===== config.mk =====
export PLATFORM = sky130hd
export DESIGN_NAME = logic_op_pipe
export DESIGN_NICKNAME = d
export VERILOG_FILES = /design/src/rtl/logic_op_pipe.sv
export SDC_FILE = /design/constraint.sdc
export NUM_CORES = 1
export LEC_CHECK = 0
export BUFFER_PORTS_ARGS = -buffer_cell sky130_fd_sc_hd__buf_4
export CORE_ASPECT_RATIO = 1.5
export CORE_MARGIN = 3
export CORE_UTILIZATION = 50
export DETAILED_ROUTE_END_ITERATION = 12
export MAX_ROUTING_LAYER = met4
export PLACE_DENSITY_LB_ADDON = 0.3
export SKIP_CTS_REPAIR_TIMING = 1
export SLEW_MARGIN = 20
export SYNTH_ARGS = -nofsm -noshare
export SYNTH_HDL_FRONTEND = slang
export SYNTH_SLANG_ARGS = --single-unit

===== constraint.sdc =====
create_clock -name clk -period 1.8 [get_ports clk]
set_clock_uncertainty 0.1 [all_clocks]
set_input_delay 0.18 -clock clk [delete_from_list [all_inputs] [get_ports clk]]
set_output_delay 0.18 -clock clk [all_outputs]
set_load 0.005 [all_outputs]

===== src/rtl/logic_op_pipe.sv =====
`default_nettype none
`timescale 1ns/1ps
// ---------------------------------------------------------------------------
// logic_op_pipe : runtime-selected bitwise op feeding a valid/ready pipeline
// Revision 1.0
// ---------------------------------------------------------------------------
module logic_op_pipe #(
  parameter int WIDTH   = 8,
  parameter int STAGES  = 2,
  parameter int COUNT_W = 16
) (
  input  logic               clk,
  input  logic               rst_n,
  input  logic               in_valid,
  output logic               in_ready,
  input  logic [WIDTH-1:0]   in_a,
  input  logic [WIDTH-1:0]   in_b,
  input  logic [2:0]         in_op,
  output logic               out_valid,
  input  logic               out_ready,
  output logic [WIDTH-1:0]   out_data,
  input  logic               flush,
  input  logic               cnt_clr,
  output logic [COUNT_W-1:0] op_count,
  output logic               busy
);

  localparam int LAST = STAGES - 1;

  logic [STAGES-1:0] v;
  logic [STAGES-1:0] adv;
  logic [WIDTH-1:0]  d [STAGES];
  logic [WIDTH-1:0]  result;
  logic              accept;
  logic              hs;
  logic              hole;

  always_comb begin
    result = '0;
    case (in_op)
      3'd0:    result = ~(in_a | in_b);
      3'd1:    result = ~(in_a & in_b);
      3'd2:    result = in_a & in_b;
      3'd3:    result = in_a | in_b;
      3'd4:    result = in_a ^ in_b;
      3'd5:    result = ~(in_a ^ in_b);
      3'd6:    result = ~in_a;
      default: result = in_a;
    endcase
  end

  // A stage moves on when the sink takes the head or any later stage has a hole.
  always_comb begin
    adv  = '0;
    hole = 1'b0;
    for (int k = LAST; k >= 0; k--) begin
      adv[k] = v[k] & (out_ready | hole);
      hole   = hole | ~v[k];
    end
  end

  assign in_ready = ~v[0] | adv[0];
  assign accept   = in_valid & in_ready;
  assign hs       = v[LAST] & out_ready;

  for (genvar k = 0; k < STAGES; k++) begin : g_stage
    logic             load;
    logic [WIDTH-1:0] src;

    if (k == 0) begin : g_head
      assign load = accept;
      assign src  = result;
    end else begin : g_body
      assign load = adv[k-1];
      assign src  = d[k-1];
    end

    always_ff @(posedge clk or negedge rst_n) begin
      if (!rst_n) begin
        v[k] <= 1'b0;
        d[k] <= '0;
      end else begin
        if (flush)       v[k] <= 1'b0;
        else if (load)   v[k] <= 1'b1;
        else if (adv[k]) v[k] <= 1'b0;
        if (load) d[k] <= src;
      end
    end
  end

  always_ff @(posedge clk or negedge rst_n) begin
    if (!rst_n)
      op_count <= '0;
    else if (cnt_clr)
      op_count <= '0;
    else if (hs && !flush && !(&op_count))
      op_count <= op_count + 1'b1;
  end

  assign out_valid = v[LAST];
  assign out_data  = d[LAST];
  assign busy      = |v;

endmodule
`default_nettype wire


==> reports/results.tsv, run 1 <==
metric	value	unit
grt_pass1_vias	2032	
maxCapViolCount	0	
die-area	5720	um2
clk_pin_slew	70	ps
p_sw_share	23.4	%
row_count	30	
synth_cell_types	46	
crit_fanout	5	
vias	2168	
vias_per_cell	5.54	
synth_seq_cells	34	
io_buffers	51	
drtIter0Drc	99	
fin_crit	1720	ps
gr-total-overflow	0	
antenna_found_initial	0	
power.internal	0.00166	W
power.density	692	nW/um2
async_reset_ff_share	100	%
cts_tree	built	
critical_path_arrival	1790	ps
multi_input_area	1450	um2
worst_pin_slew	504	ps
final_common_cell	buf_4	
route.detailed.wl_per_inst	13.7	um
critical_path_class	reg2reg	
gr-usage-all-layers	19.3	%
use_met3	3.59	%
cp_slowest_cell	dfrtp_1	
rsz0062_at_grt	true	
synthCells	264	
switching_power	0.000508	W
busiest_layer	met2	
finalSetupViolations	0	
max_stage_delay	450	ps
synthToLayoutAreaGrowth	29.7	%
yosysSeqAreaShare	35.2	%
grt_max_degree	35	
hp-class	in2reg	
final_cell_mix	buf_4 (66), dfrtp_1 (33), inv_1 (26)	
hold_viol	0	
critPathBufInv	0	
dpl.cell_count	378	
synth_edf_count	0	
hpwl	3970	um
cts_sinks	34	
die_x	62.8	um
dp_slack	87.8	ps
setup-tns-final	0	ps
combPwrFrac	19.3	%
cp_cell_sequence	ha_4 -> nand2_1 -> nor3_4 -> a21oi_1 -> mux2_2	
core	4580	um2
fin_nets	368	
max_freq	582	MHz
dominantRegCellSynth	dfrtp_1	
root_buffer	clkbuf_8	
ant_nets	0	
status	complete, no violations	
power_frac_clock	40.1	%
initial_core_util	52.8	%
grt_pass1_wl	8830	um
synth_top_area_share	35.2	%
power.leakage	1.53	nW
cts_max_path_buffers	2	
ir_worst_vdd	0.391	mV
clk_latency	290	ps
finalCritPeriodShare	95.4	%
utilization	68.4	%
globalplace.congestion	0.904	
syn-num-nets	306	
end_kind	register	
cp-start-kind	register	
path_delay_family	flip-flops	
ctsHtreeMaxLevel	2	
netlist_area	2420	um2
use_met2	36.5	%
critPathRequiredTime	1870	ps
n_fill_cell	393	
ys_warn_count	0	
register_area	852	um2
die_y	91.1	um
hold_slack	55.9	ps
drc	0	
routed_wl	5350	um
layout-drive-gt1-share	29.4	%
synthTopCellsByArea	dfrtp_1 (35%), ha_1 (8.8%), mux2_2 (6.5%)	
fin_ws	82.5	ps
slew_headroom	66.2	%
firstDrtPassIters	4	
stdcell_count	391	
post-synth-top-area-cell	dfrtp_1	
antennaDiodeCount	0	
synth.avg_cell_area	9.15	um2
numCtsBuffers	5	
io_pins	52	
grtUsageMet1	19.0	%
drv_slew	0	
p_seq_share	40.7	%
-- stage by stage --
stage          cell area, um2  power [W]
2_1_floorplan            2420    0.00112
3_3_place_gp             2910    0.00130
3_5_place_dp             2910    0.00132
4_1_cts                  3050    0.00218
5_1_grt                  3130    0.00227
6_report                 3130    0.00217
-- worst paths after layout --
kind | start | end | slack [ps] | cells after the start
max | op_count[0] | op_count[3] | 80 | 5
min | in_valid | v[0] | 60 | 3
max reg2reg | op_count[0] | op_count[3] | 80 | 5
min reg2reg | g_stage[1].src[4] | g_stage[1].src[4] | 370 | 2
max in group asynchronous | rst_n | op_count[10] | 1010 | 2
min in group asynchronous | rst_n | op_count[7] | 270 | 2
-- power by group through the flow --
stage          registers (W)  logic, W  clock network (W)
6_report            0.000881  0.000418           0.000868
5_1_grt             0.000891  0.000467           0.000910
4_1_cts             0.000882  0.000421           0.000877
3_5_place_dp        0.000896  0.000420                  0
3_3_place_gp        0.000892  0.000404                  0
2_1_floorplan       0.000887  0.000234                  0
-- worst min-delay path: cells and delay by family --
kind	cells	cell delay [ps]
AOI/OAI and AO/OA	1	60
buffers and inverters	2	160
-- registers in the layout, indices dropped and copies added (netlist names) --
signal       count
out_valid        1
op_count        16
out_data         8
g_stage.src      8
v                1
-- synth_stat cells, types with 2 or more instances --
library cell and count:
a31oi_1 2, nand3_1 3, o22ai_1 3, and3_1 3, nand2_1 17, a41oi_1 2
and4_1 2, a21oi_1 11, o31ai_1 8, mux2i_1 12, a2111oi_0 3, clkbuf_1 7
nand2b_1 8, ha_1 17, dfrtp_1 34, o21ai_0 3, nor2_1 21, nor2b_1 8
mux2_2 14, nand4_1 2, or3_1 2, xor2_1 3, a22o_1 3, inv_1 26
or4_1 5, a2bb2oi_1 3, buf_2 3, nor3_1 3, a211oi_1 16, nand3b_1 4
-- kinds of logic (layout without fill, tap and decap cells) --
family	after synthesis	after routing	share of synthesized area [%]
simple gates	85	85	19.1
compound gates	60	60	17.6
buf+inv	39	102	6.68
flops	34	34	35.2
mux	26	26	11.5
fa+ha+maj	17	17	8.80
xor+xnor	3	3	1.09
-- final cells by class --
cell class / count / share of cell area [%]
inverters: 26 / 3.11
well taps: 64 / 2.55
clock inverters: 2 / 1.92
clock buffers: 6 / 2.63
multi-input cells: 191 / 46.1
repair buffers: 68 / 16.4
flip-flops and latches: 34 / 27.2
-- routing by layer --
metal / up-vias / share of wire (%)
li1: 1074 / -
met1: 1035 / 39
met2: 51 / 55
met3: 8 / 3.8
met4: 0 / 2.1
met5: - / 0
Note: power is estimated with default switching activity, not from simulation.
==> run 2: changes to the inputs <==
--- a/config.mk
+++ b/config.mk
@@ -10,8 +10,9 @@
 export CORE_MARGIN = 3
 export CORE_UTILIZATION = 50
 export DETAILED_ROUTE_END_ITERATION = 12
+export HOLD_SLACK_MARGIN = 0.02
 export MAX_ROUTING_LAYER = met4
-export PLACE_DENSITY_LB_ADDON = 0.3
+export PLACE_DENSITY = 0.76
 export SKIP_CTS_REPAIR_TIMING = 1
 export SLEW_MARGIN = 20
 export SYNTH_ARGS = -nofsm -noshare
==> constraint.sdc (replaced) <==
create_clock -name clk -period 1.8 [get_ports clk]
set_clock_uncertainty 0.1 [all_clocks]
set_input_delay 0.18 -clock clk [delete_from_list [all_inputs] [get_ports clk]]
set_output_delay 0.18 -clock clk [all_outputs]
set_load 0.01 [all_outputs]
==> run 2 against run 1 <==
Combinational power increased by 5.3%. Non-clock buffer count decreased by 2. Via count barely moved. Routed wire length is 0.82% lower. Design area shrank 1.4%. Largest cell class unchanged.
==> reports/results.tsv, run 2 (same netlist as run 1, synthesis figures left out) <==
metric	value	unit
dp_slack	67.5	ps
fin_ws	73.7	ps
cts_tree	built	
hpwl	3900	um
final_cell_mix	buf_4 (64), dfrtp_1 (31), inv_1 (26)	
end_kind	register	
io_pins	52	
finalCritPeriodShare	95.9	%
drtIter0Drc	141	
slew_headroom	67.7	%
die-area	5720	um2
largest_reg_flops	16	
use_met3	3.96	%
antennaDiodeCount	0	
layout-drive-gt1-share	30.5	%
grtUsageMet1	19.1	%
grt_max_degree	35	
route.detailed.wl_per_inst	13.6	um
final_common_cell	buf_4	
clk_latency	290	ps
die_y	91.1	um
clk_pin_slew	70	ps
cp-start-kind	register	
hold_viol	0	
ant_nets	0	
gr-total-overflow	0	
critical_path_class	reg2reg	
cts_max_path_buffers	2	
power.density	638	nW/um2
n_fill_cell	384	
status	complete, no violations	
use_met2	34.9	%
fin_crit	1730	ps
ctsHtreeMaxLevel	2	
cts_sinks	34	
stdcell_count	389	
core	4580	um2
ir_worst_vdd	0.469	mV
routed_wl	5310	um
crit_fanout	6	
fin_nets	366	
root_buffer	clkbuf_8	
finalSetupViolations	0	
antenna_found_initial	0	
numCtsBuffers	5	
dpl.cell_count	375	
regMostFlops	op_count	
row_count	30	
firstDrtPassIters	4	
synthToLayoutAreaGrowth	27.9	%
worst_pin_slew	484	ps
die_x	62.8	um
initial_core_util	52.8	%
vias	2169	
maxCapViolCount	0	
critPathRequiredTime	1880	ps
max_freq	579	MHz
critical_path_arrival	1800	ps
busiest_layer	met2	
grt_pass1_vias	1913	
utilization	67.5	%
drc	0	
grt_pass1_wl	8540	um
io_buffers	51	
hp-class	in2reg	
vias_per_cell	5.58	
hold_slack	41.6	ps
power.leakage	1.50	nW
setup-tns-final	0	ps
drv_slew	0	
gr-usage-all-layers	19.2	%
globalplace.congestion	0.928	
-- run 2: cell types whose count changed in the layout (fill, tap and decap cells not counted), sizes merged --
cell,previous run,this run
buf,66,64
bufinv,2,0
clkbuf,6,8
-- run 2: layout make-up --
cell class	count	area (um2)	share of cell area, %
inverters	26	97.6	3.16
well taps	64	80.1	2.59
multi-input cells	191	1450	46.8
flip-flops and latches	34	855	27.7
clock buffers	8	110	3.56
repair buffers	66	500	16.2
-- run 2: critical path: stages, from the launching register on --
cell     delay (ps)
dfrtp_1         410
ha_2            260
nand2_2          90
nor3_4          350
a21oi_2         120
mux2_2          270
-- run 2: worst paths after layout --
path	from	to	slack, ps	cells after the start
worst max-delay path	op_count[0]	op_count[3]	70	5
worst min-delay path	in_valid	v[0]	40	3
worst max register to register	op_count[0]	op_count[3]	70	5
worst min register to register	g_stage[1].src[3]	g_stage[1].src[3]	370	2
max in group asynchronous	rst_n	op_count[10]	1000	2
min in group asynchronous	rst_n	op_count[5]	270	2
-- run 2: per-stage QoR --
step | power (W) | instance area [um2]
final | 0.00197 | 3090
after global routing | 0.00208 | 3090
after CTS | 0.00199 | 2990
after detailed placement | 0.00133 | 2880
after global placement | 0.00132 | 2880
after floorplan | 0.00114 | 2420
-- run 2: report_power, final --
group          internal [W]  switching, W
registers          0.000837     0.0000418
logic              0.000234      0.000206
clock network      0.000386      0.000266
-- run 2: layer usage --
metal | part of all wire (%) | up-vias
met5 | 0 | -
met4 | 2.7 | 0
met3 | 4.6 | 15
met2 | 54 | 61
met1 | 39 | 1028
li1 | - | 1065
